$ cat src/rtl/gppm_display_pkg.sv
// -----------------------------------------------------------------------------
// gppm_display_pkg
// Shared definitions for the result display slice:
//   - NUM_DIGITS / BIN_W / BCD_W : sizes of the binary input and BCD result
//   - SEG_BLANK, SEG_DIGIT[0:9]  : active-low seven-segment glyphs {g,f,e,d,c,b,a}
//   - conv_state_t               : double-dabble conversion states
//   - dd_adjust()                : add-3 correction applied before each shift
//   - seg_glyph()                : nibble to glyph lookup, blank when out of range
// -----------------------------------------------------------------------------
package gppm_display_pkg;

   localparam int NUM_DIGITS = 3;
   localparam int BIN_W      = 8;
   localparam int BCD_W      = 4 * NUM_DIGITS;

   localparam logic [6:0] SEG_BLANK = 7'b1111111;

   localparam logic [6:0] SEG_DIGIT [0:9] = '{
      7'b1000000,   // 0
      7'b1111001,   // 1
      7'b0100100,   // 2
      7'b0110000,   // 3
      7'b0011001,   // 4
      7'b0010010,   // 5
      7'b0000010,   // 6
      7'b1111000,   // 7
      7'b0000000,   // 8
      7'b0010000    // 9
   };

   typedef enum logic [0:0] {
      IDLE  = 1'b0,
      SHIFT = 1'b1
   } conv_state_t;

   // Double-dabble correction: any BCD nibble of 5 or more gets 3 added so
   // that the following left shift carries correctly into the next decade.
   function automatic logic [BCD_W-1:0] dd_adjust(input logic [BCD_W-1:0] scratch);
      logic [BCD_W-1:0] adj;
      adj = scratch;
      for (int i = 0; i < NUM_DIGITS; i++) begin
         if (scratch[4*i +: 4] >= 4'd5) begin
            adj[4*i +: 4] = scratch[4*i +: 4] + 4'd3;
         end else begin
            adj[4*i +: 4] = scratch[4*i +: 4];
         end
      end
      return adj;
   endfunction

   // Glyph lookup; a nibble above 9 cannot come out of the converter but is
   // still mapped to a dark digit rather than garbage.
   function automatic logic [6:0] seg_glyph(input logic [3:0] nib);
      logic [6:0] glyph;
      if (nib <= 4'd9) begin
         glyph = SEG_DIGIT[nib];
      end else begin
         glyph = SEG_BLANK;
      end
      return glyph;
   endfunction

endpackage

$ cat src/rtl/bin_to_bcd_seq.sv
// -----------------------------------------------------------------------------
// bin_to_bcd_seq
// Sequential double-dabble converter, one iteration per clock.
// When idle it watches `bin`; a value different from the last captured one is
// captured and converted over the next 8 edges, after which `bcd` is updated
// in a single step (it never shows partial digits).
//
// Ports:
//   clk    in   1   system clock, rising edge
//   reset  in   1   asynchronous, active-high reset
//   bin    in   8   unsigned binary value to convert
//   bcd    out  12  registered BCD result {hundreds, tens, ones}
//   busy   out  1   high while a conversion is in progress
// -----------------------------------------------------------------------------
module bin_to_bcd_seq
   import gppm_display_pkg::*;
(
   input  logic             clk,
   input  logic             reset,
   input  logic [BIN_W-1:0] bin,
   output logic [BCD_W-1:0] bcd,
   output logic             busy
);

   localparam logic [3:0] LAST_ITER = 4'(BIN_W - 1);

   conv_state_t      r_state;
   conv_state_t      w_state_nxt;

   logic [BIN_W-1:0] r_cap;
   logic [BIN_W-1:0] r_shift;
   logic [BCD_W-1:0] r_scratch;
   logic [3:0]       r_count;
   logic [BCD_W-1:0] r_bcd;
   logic             r_busy;

   logic [BIN_W-1:0] w_cap_nxt;
   logic [BIN_W-1:0] w_shift_nxt;
   logic [BCD_W-1:0] w_scratch_nxt;
   logic [3:0]       w_count_nxt;
   logic [BCD_W-1:0] w_bcd_nxt;
   logic             w_busy_nxt;

   logic [BCD_W-1:0] w_adj;
   logic [BCD_W-1:0] w_shifted;

   // Corrected scratch, then the scratch half of {scratch, shift} << 1.
   assign w_adj     = dd_adjust(r_scratch);
   assign w_shifted = {w_adj[BCD_W-2:0], r_shift[BIN_W-1]};

   // Conversion state register.
   always_ff @(posedge clk or posedge reset) begin
      if (reset) begin
         r_state <= IDLE;
      end else begin
         r_state <= w_state_nxt;
      end
   end

   // Next-state and datapath decode for the converter.
   always_comb begin
      w_state_nxt   = r_state;
      w_cap_nxt     = r_cap;
      w_shift_nxt   = r_shift;
      w_scratch_nxt = r_scratch;
      w_count_nxt   = r_count;
      w_bcd_nxt     = r_bcd;
      w_busy_nxt    = r_busy;

      case (r_state)
         IDLE: begin
            // Only a changed input starts work, so a steady input costs
            // nothing and res=0 right after reset is already "converted".
            if (bin != r_cap) begin
               w_cap_nxt     = bin;
               w_shift_nxt   = bin;
               w_scratch_nxt = {BCD_W{1'b0}};
               w_count_nxt   = 4'd0;
               w_busy_nxt    = 1'b1;
               w_state_nxt   = SHIFT;
            end else begin
               w_state_nxt   = IDLE;
            end
         end

         SHIFT: begin
            w_scratch_nxt = w_shifted;
            w_shift_nxt   = {r_shift[BIN_W-2:0], 1'b0};
            w_count_nxt   = r_count + 4'd1;
            // Eighth iteration: publish the fully shifted scratch directly.
            if (r_count == LAST_ITER) begin
               w_bcd_nxt   = w_shifted;
               w_busy_nxt  = 1'b0;
               w_state_nxt = IDLE;
            end else begin
               w_state_nxt = SHIFT;
            end
         end

         default: begin
            w_busy_nxt  = 1'b0;
            w_state_nxt = IDLE;
         end
      endcase
   end

   // Converter datapath registers.
   always_ff @(posedge clk or posedge reset) begin
      if (reset) begin
         r_cap     <= {BIN_W{1'b0}};
         r_shift   <= {BIN_W{1'b0}};
         r_scratch <= {BCD_W{1'b0}};
         r_count   <= 4'd0;
         r_bcd     <= {BCD_W{1'b0}};
         r_busy    <= 1'b0;
      end else begin
         r_cap     <= w_cap_nxt;
         r_shift   <= w_shift_nxt;
         r_scratch <= w_scratch_nxt;
         r_count   <= w_count_nxt;
         r_bcd     <= w_bcd_nxt;
         r_busy    <= w_busy_nxt;
      end
   end

   assign bcd  = r_bcd;
   assign busy = r_busy;

endmodule

$ cat src/rtl/result_display.sv
// -----------------------------------------------------------------------------
// result_display
// Takes the adder's 8-bit result, converts it to three BCD digits and scans
// them onto a common-anode, multiplexed seven-segment display.
//
// Parameters:
//   REFRESH_DIV  clocks each digit slot stays lit (16 in sim, 100000 on board)
//   BLANK_LZ     1 = dark leading-zero digits, 0 = always show three digits
//
// Ports:
//   clk    in   1   system clock, rising edge
//   reset  in   1   asynchronous, active-high reset
//   res    in   8   unsigned result from the adder stage
//   bcd    out  12  registered BCD value {hundreds, tens, ones}
//   busy   out  1   high while a conversion is in progress
//   an     out  4   digit enables, active-low; an[0]=ones, an[3] always 1
//   seg    out  7   segments, active-low, {g,f,e,d,c,b,a}
// -----------------------------------------------------------------------------
module result_display
   import gppm_display_pkg::*;
#(
   parameter int REFRESH_DIV = 16,
   parameter int BLANK_LZ    = 1
)
(
   input  logic             clk,
   input  logic             reset,
   input  logic [BIN_W-1:0] res,
   output logic [BCD_W-1:0] bcd,
   output logic             busy,
   output logic [3:0]       an,
   output logic [6:0]       seg
);

   localparam int               REF_W    = (REFRESH_DIV > 1) ? $clog2(REFRESH_DIV) : 1;
   localparam logic [REF_W-1:0] REF_LAST = REF_W'(REFRESH_DIV - 1);

   logic [BCD_W-1:0] w_bcd;
   logic             w_busy;

   logic [REF_W-1:0] r_refresh;
   logic [1:0]       r_digit;
   logic [3:0]       r_an;
   logic [6:0]       r_seg;

   logic [3:0]       w_hund;
   logic [3:0]       w_tens;
   logic [3:0]       w_ones;
   logic [3:0]       w_nib;
   logic [3:0]       w_an_sel;
   logic             w_blank;
   logic [3:0]       w_an_nxt;
   logic [6:0]       w_seg_nxt;

   bin_to_bcd_seq u_conv (
      .clk   (clk),
      .reset (reset),
      .bin   (res),
      .bcd   (w_bcd),
      .busy  (w_busy)
   );

   assign w_hund = w_bcd[11:8];
   assign w_tens = w_bcd[7:4];
   assign w_ones = w_bcd[3:0];

   // Slot timer and digit index: the index steps ones -> tens -> hundreds.
   always_ff @(posedge clk or posedge reset) begin
      if (reset) begin
         r_refresh <= {REF_W{1'b0}};
         r_digit   <= 2'd0;
      end else begin
         if (r_refresh == REF_LAST) begin
            r_refresh <= {REF_W{1'b0}};
            if (r_digit == 2'(NUM_DIGITS - 1)) begin
               r_digit <= 2'd0;
            end else begin
               r_digit <= r_digit + 2'd1;
            end
         end else begin
            r_refresh <= r_refresh + REF_W'(1);
            r_digit   <= r_digit;
         end
      end
   end

   // Digit select, anode pattern and leading-zero blanking for the current slot.
   always_comb begin
      w_nib     = w_ones;
      w_an_sel  = 4'b1111;
      w_blank   = 1'b0;
      w_an_nxt  = 4'b1111;
      w_seg_nxt = SEG_BLANK;

      case (r_digit)
         2'd0: begin
            w_nib    = w_ones;
            w_an_sel = 4'b1110;
            w_blank  = 1'b0;
         end
         2'd1: begin
            w_nib    = w_tens;
            w_an_sel = 4'b1101;
            // Tens is only a leading zero when hundreds is zero as well.
            w_blank  = (BLANK_LZ != 0) && (w_hund == 4'd0) && (w_tens == 4'd0);
         end
         2'd2: begin
            w_nib    = w_hund;
            w_an_sel = 4'b1011;
            w_blank  = (BLANK_LZ != 0) && (w_hund == 4'd0);
         end
         default: begin
            w_nib    = 4'd0;
            w_an_sel = 4'b1111;
            w_blank  = 1'b1;
         end
      endcase

      // A blank slot keeps its time share but lights nothing.
      if (w_blank) begin
         w_an_nxt  = 4'b1111;
         w_seg_nxt = SEG_BLANK;
      end else begin
         w_an_nxt  = w_an_sel;
         w_seg_nxt = seg_glyph(w_nib);
      end
   end

   // Registered display drive; shows the slot selected on the previous edge.
   always_ff @(posedge clk or posedge reset) begin
      if (reset) begin
         r_an  <= 4'b1111;
         r_seg <= SEG_BLANK;
      end else begin
         r_an  <= w_an_nxt;
         r_seg <= w_seg_nxt;
      end
   end

   assign bcd  = w_bcd;
   assign busy = w_busy;
   assign an   = r_an;
   assign seg  = r_seg;

endmodule

$ cat config.mk
export PLATFORM = sky130hd
export DESIGN_NAME = result_display
export DESIGN_NICKNAME = d
export VERILOG_FILES = /design/src/rtl/gppm_display_pkg.sv /design/src/rtl/bin_to_bcd_seq.sv /design/src/rtl/result_display.sv
export SDC_FILE = /design/constraint.sdc
export NUM_CORES = 1
export LEC_CHECK = 0
export CORE_MARGIN = 8
export CORE_UTILIZATION = 25
export DETAILED_ROUTE_END_ITERATION = 6
export PLACE_DENSITY = 0.39
export SKIP_CTS_REPAIR_TIMING = 1
export SLEW_MARGIN = 40
export SYNTH_ARGS = -nofsm -noshare
export SYNTH_HDL_FRONTEND = slang
export SYNTH_SLANG_ARGS = --single-unit
$ cat constraint.sdc
create_clock -name clk -period 2.4 [get_ports clk]
set_clock_uncertainty 0.2 [all_clocks]
set_input_delay 0.36 -clock clk [delete_from_list [all_inputs] [get_ports clk]]
set_output_delay 0.36 -clock clk [all_outputs]
set_load 0.02 [all_outputs]
==> results.cfg <==
[status]
outcome = finished, final reports clean

[logic_synthesis]
syn-num-nets = 281
synth_seq_cells = 62
async_flop_share = 1.00
postSynthCellCount = 258
avgSynthCellArea_um2 = 11.7
ys.flop_type = dfrtp_1
synth_top_cell_by_area = dfrtp_1
synth_edf_count = 0
yosys_warnings = 0
synth.top_cell.area_share = 0.433
synthTopCellsByArea = dfrtp_1, dfstp_2, mux2_2, ha_1, a22o_1
synth.cell_area_um2 = 3010
synth_cell_types = 44
ys_seq_area_frac = 0.520

[min_path]
min_path_type = in -> async

[clocking]
cts_buffers = 9
insertion_delay_ns = 0.33
clockRootBuffer = clkbuf_16
clockBufferDepth = 2
htree_levels = 3
cts_tree = built
clk_pin_slew_worst_paths_ns = 0.05
numClockSinks = 62

[routing]
antenna_left = 0
drt_iter0_drc = 108
wl_met1_um = 3070
met2_wirelength_um = 3020
top_layer_used = met4
routed_wl_um = 6590
vias = 2090
wl_per_cell_um = 14.3
via_per_inst = 4.54
drc = 0
drt_pre_antenna_iters = 4
met3_length_um = 372

[job]
drv_cap = 0

[worst_setup_path]
cp.required_ns = 2.44
cp-start-kind = flop
end_kind = flop
arrival_ns = 2.24
path_class = reg -> reg
cp_max_fo = 7

[placed_design]
numPortBuffers = 32
post-place-ws_ns = -0.0788
place.gp.congestion = 0.719
place_hpwl_um = 4630

[timing]
worst-slew-pin-transition_ns = 0.670
min_period_over_period = 0.918
final.setup.worst_slack_ns = 0.198
fin_crit_ns = 2.20
slew_violations = 0
fmax_mhz = 454
timing.hold.ws_ns = 0.208
finalHoldViolCount = 0
setup-tns-final_ns = 0
grt_setup_unrepaired = false
max-slew-margin-rel = 0.550
setup_viol = 0

[global_route]
overflow = 0
grt_util_all_layers = 0.0914
antenna_found_initial = 0
grt_max_degree = 63
grt_pass1_vias = 2237
grt_pass1_wl_um = 11300

[floorplanning]
ioPinCount = 34
die_area_um2 = 15800
die_y_um = 126
coreArea_um2 = 11900
die_w_um = 126
rows = 40
start_util = 0.254

[finish]
nFillCells = 1219
drive_above_1_share = 0.224
antenna_cells = 0
syn2layout_area_growth_pct = 29.2
layout.nets = 331

[power_and_ir_drop]
p_int_uw = 3310
p_leak_uw = 0.00174
power.density_nw_per_um2 = 1320
power_uw = 5130
swShare = 0.355
ir_worst_vdd_uv = 516
net-switching-power_uw = 1820
seq_power_share = 0.359
p_comb_frac = 0.411
p_clk_frac = 0.230
## power by group through the flow
stage | logic [µW] | clock network, µW | registers, µW
floorplan | 1300 | 0 | 1960
global placement | 2140 | 0 | 1870
detailed placement | 2140 | 0 | 1870
CTS | 2150 | 1230 | 1860
global route | 2360 | 1280 | 1920
finish | 2110 | 1180 | 1850
## area by class of cell
cell class / instances / area [µm²] / share of cell area
clock buffer: 11 / 243 / 0.0625
sequential: 62 / 1560 / 0.402
inverter: 12 / 45.0 / 0.0116
clock inverter: 5 / 25.0 / 0.00644
tap: 147 / 184 / 0.0473
timing repair buffer: 50 / 480 / 0.124
multi-input combinational: 173 / 1350 / 0.346
## Yosys cell counts (4+ instances only)
cell,instances
dfrtp_1,52
mux2_2,19
o21ai_0,18
nand2_1,17
ha_1,13
inv_1,12
a22o_1,11
dfstp_2,10
xor2_1,10
mux2i_1,9
a21oi_1,8
and2_1,8
a221o_1,7
nand2b_1,6
buf_2,5
nor2_1,5
clkbuf_1,4
nand3_1,4
## cell families (layout without fill, tap and decap cells)
family	count (synthesis)	count (layout)	share of synthesized area
multiplexers	28	28	0.101
flip-flops	62	62	0.520
AO/OA/AOI/OAI	60	60	0.141
AND/OR/NAND/NOR	58	58	0.111
adder cells (fa/ha/maj)	13	13	0.0541
buffers and inverters	23	78	0.0345
other	1	1	0.00125
XOR/XNOR	13	13	0.0379
## path summary, 6_finish.rpt
path | depth (start not counted) | start | end | slack [ns]
worst max-delay path | 6 | r_digit[0]$_DFFE_PP0N_ | seg[4]$_DFF_PP1_ | 0.20
worst min-delay path | 3 | reset | u_conv.r_cap[5]$_DFFE_PP0P_ | 0.21
worst max register to register | 6 | r_digit[0]$_DFFE_PP0N_ | seg[4]$_DFF_PP1_ | 0.20
worst min register to register | 1 | u_conv.busy$_DFFE_PP0P_ | u_conv.busy$_DFFE_PP0P_ | 0.28
max in group asynchronous | 3 | reset | seg[4]$_DFF_PP1_ | 1.47
min in group clk | 1 | u_conv.busy$_DFFE_PP0P_ | u_conv.busy$_DFFE_PP0P_ | 0.28
## critical path: stages, from the launching register on
cell	delay, ns
dfrtp_1	0.34
mux2_2	0.35
a22oi_1	0.31
ha_1	0.27
o221ai_1	0.16
a22oi_2	0.32
o21ai_0	0.15
## metal layers
| metal | vias to the layer above | GRT usage |
|---|---|---|
| met5 | - | 0 |
| met4 | 0 | 0.0451 |
| met3 | 12 | 0.0359 |
| met2 | 43 | 0.145 |
| met1 | 1007 | 0.105 |
| li1 | 1028 | - |
## stage by stage
step,std cells,utilization,area [µm²]
final,460,0.328,3890
after global routing,460,0.328,3890
after CTS,460,0.327,3880
after detailed placement,444,0.305,3610
after global placement,444,0.305,3610
after floorplan,258,-,3010
## cell usage in the layout, fill, tap and decap left out, drive strengths merged, types with 11 or more instances in the layout
master	n
buf	18
o21ai	19
a22o	11
clkdlybuf4s50	32
mux2	19
ha	13
nand2	17
clkbuf	11
dfrtp	52
inv	12
## flip-flops by register name, summed over array words and instances (netlist names)
register	count
u_conv.bcd	12
u_conv.r_scratch	12
u_conv.r_cap	8
u_conv.r_shift	8
seg	7
r_refresh	4
u_conv.r_count	4
an	3
r_digit	2
u_conv.busy	1
u_conv.r_state	1
Note: power is estimated with default switching activity, not from simulation.
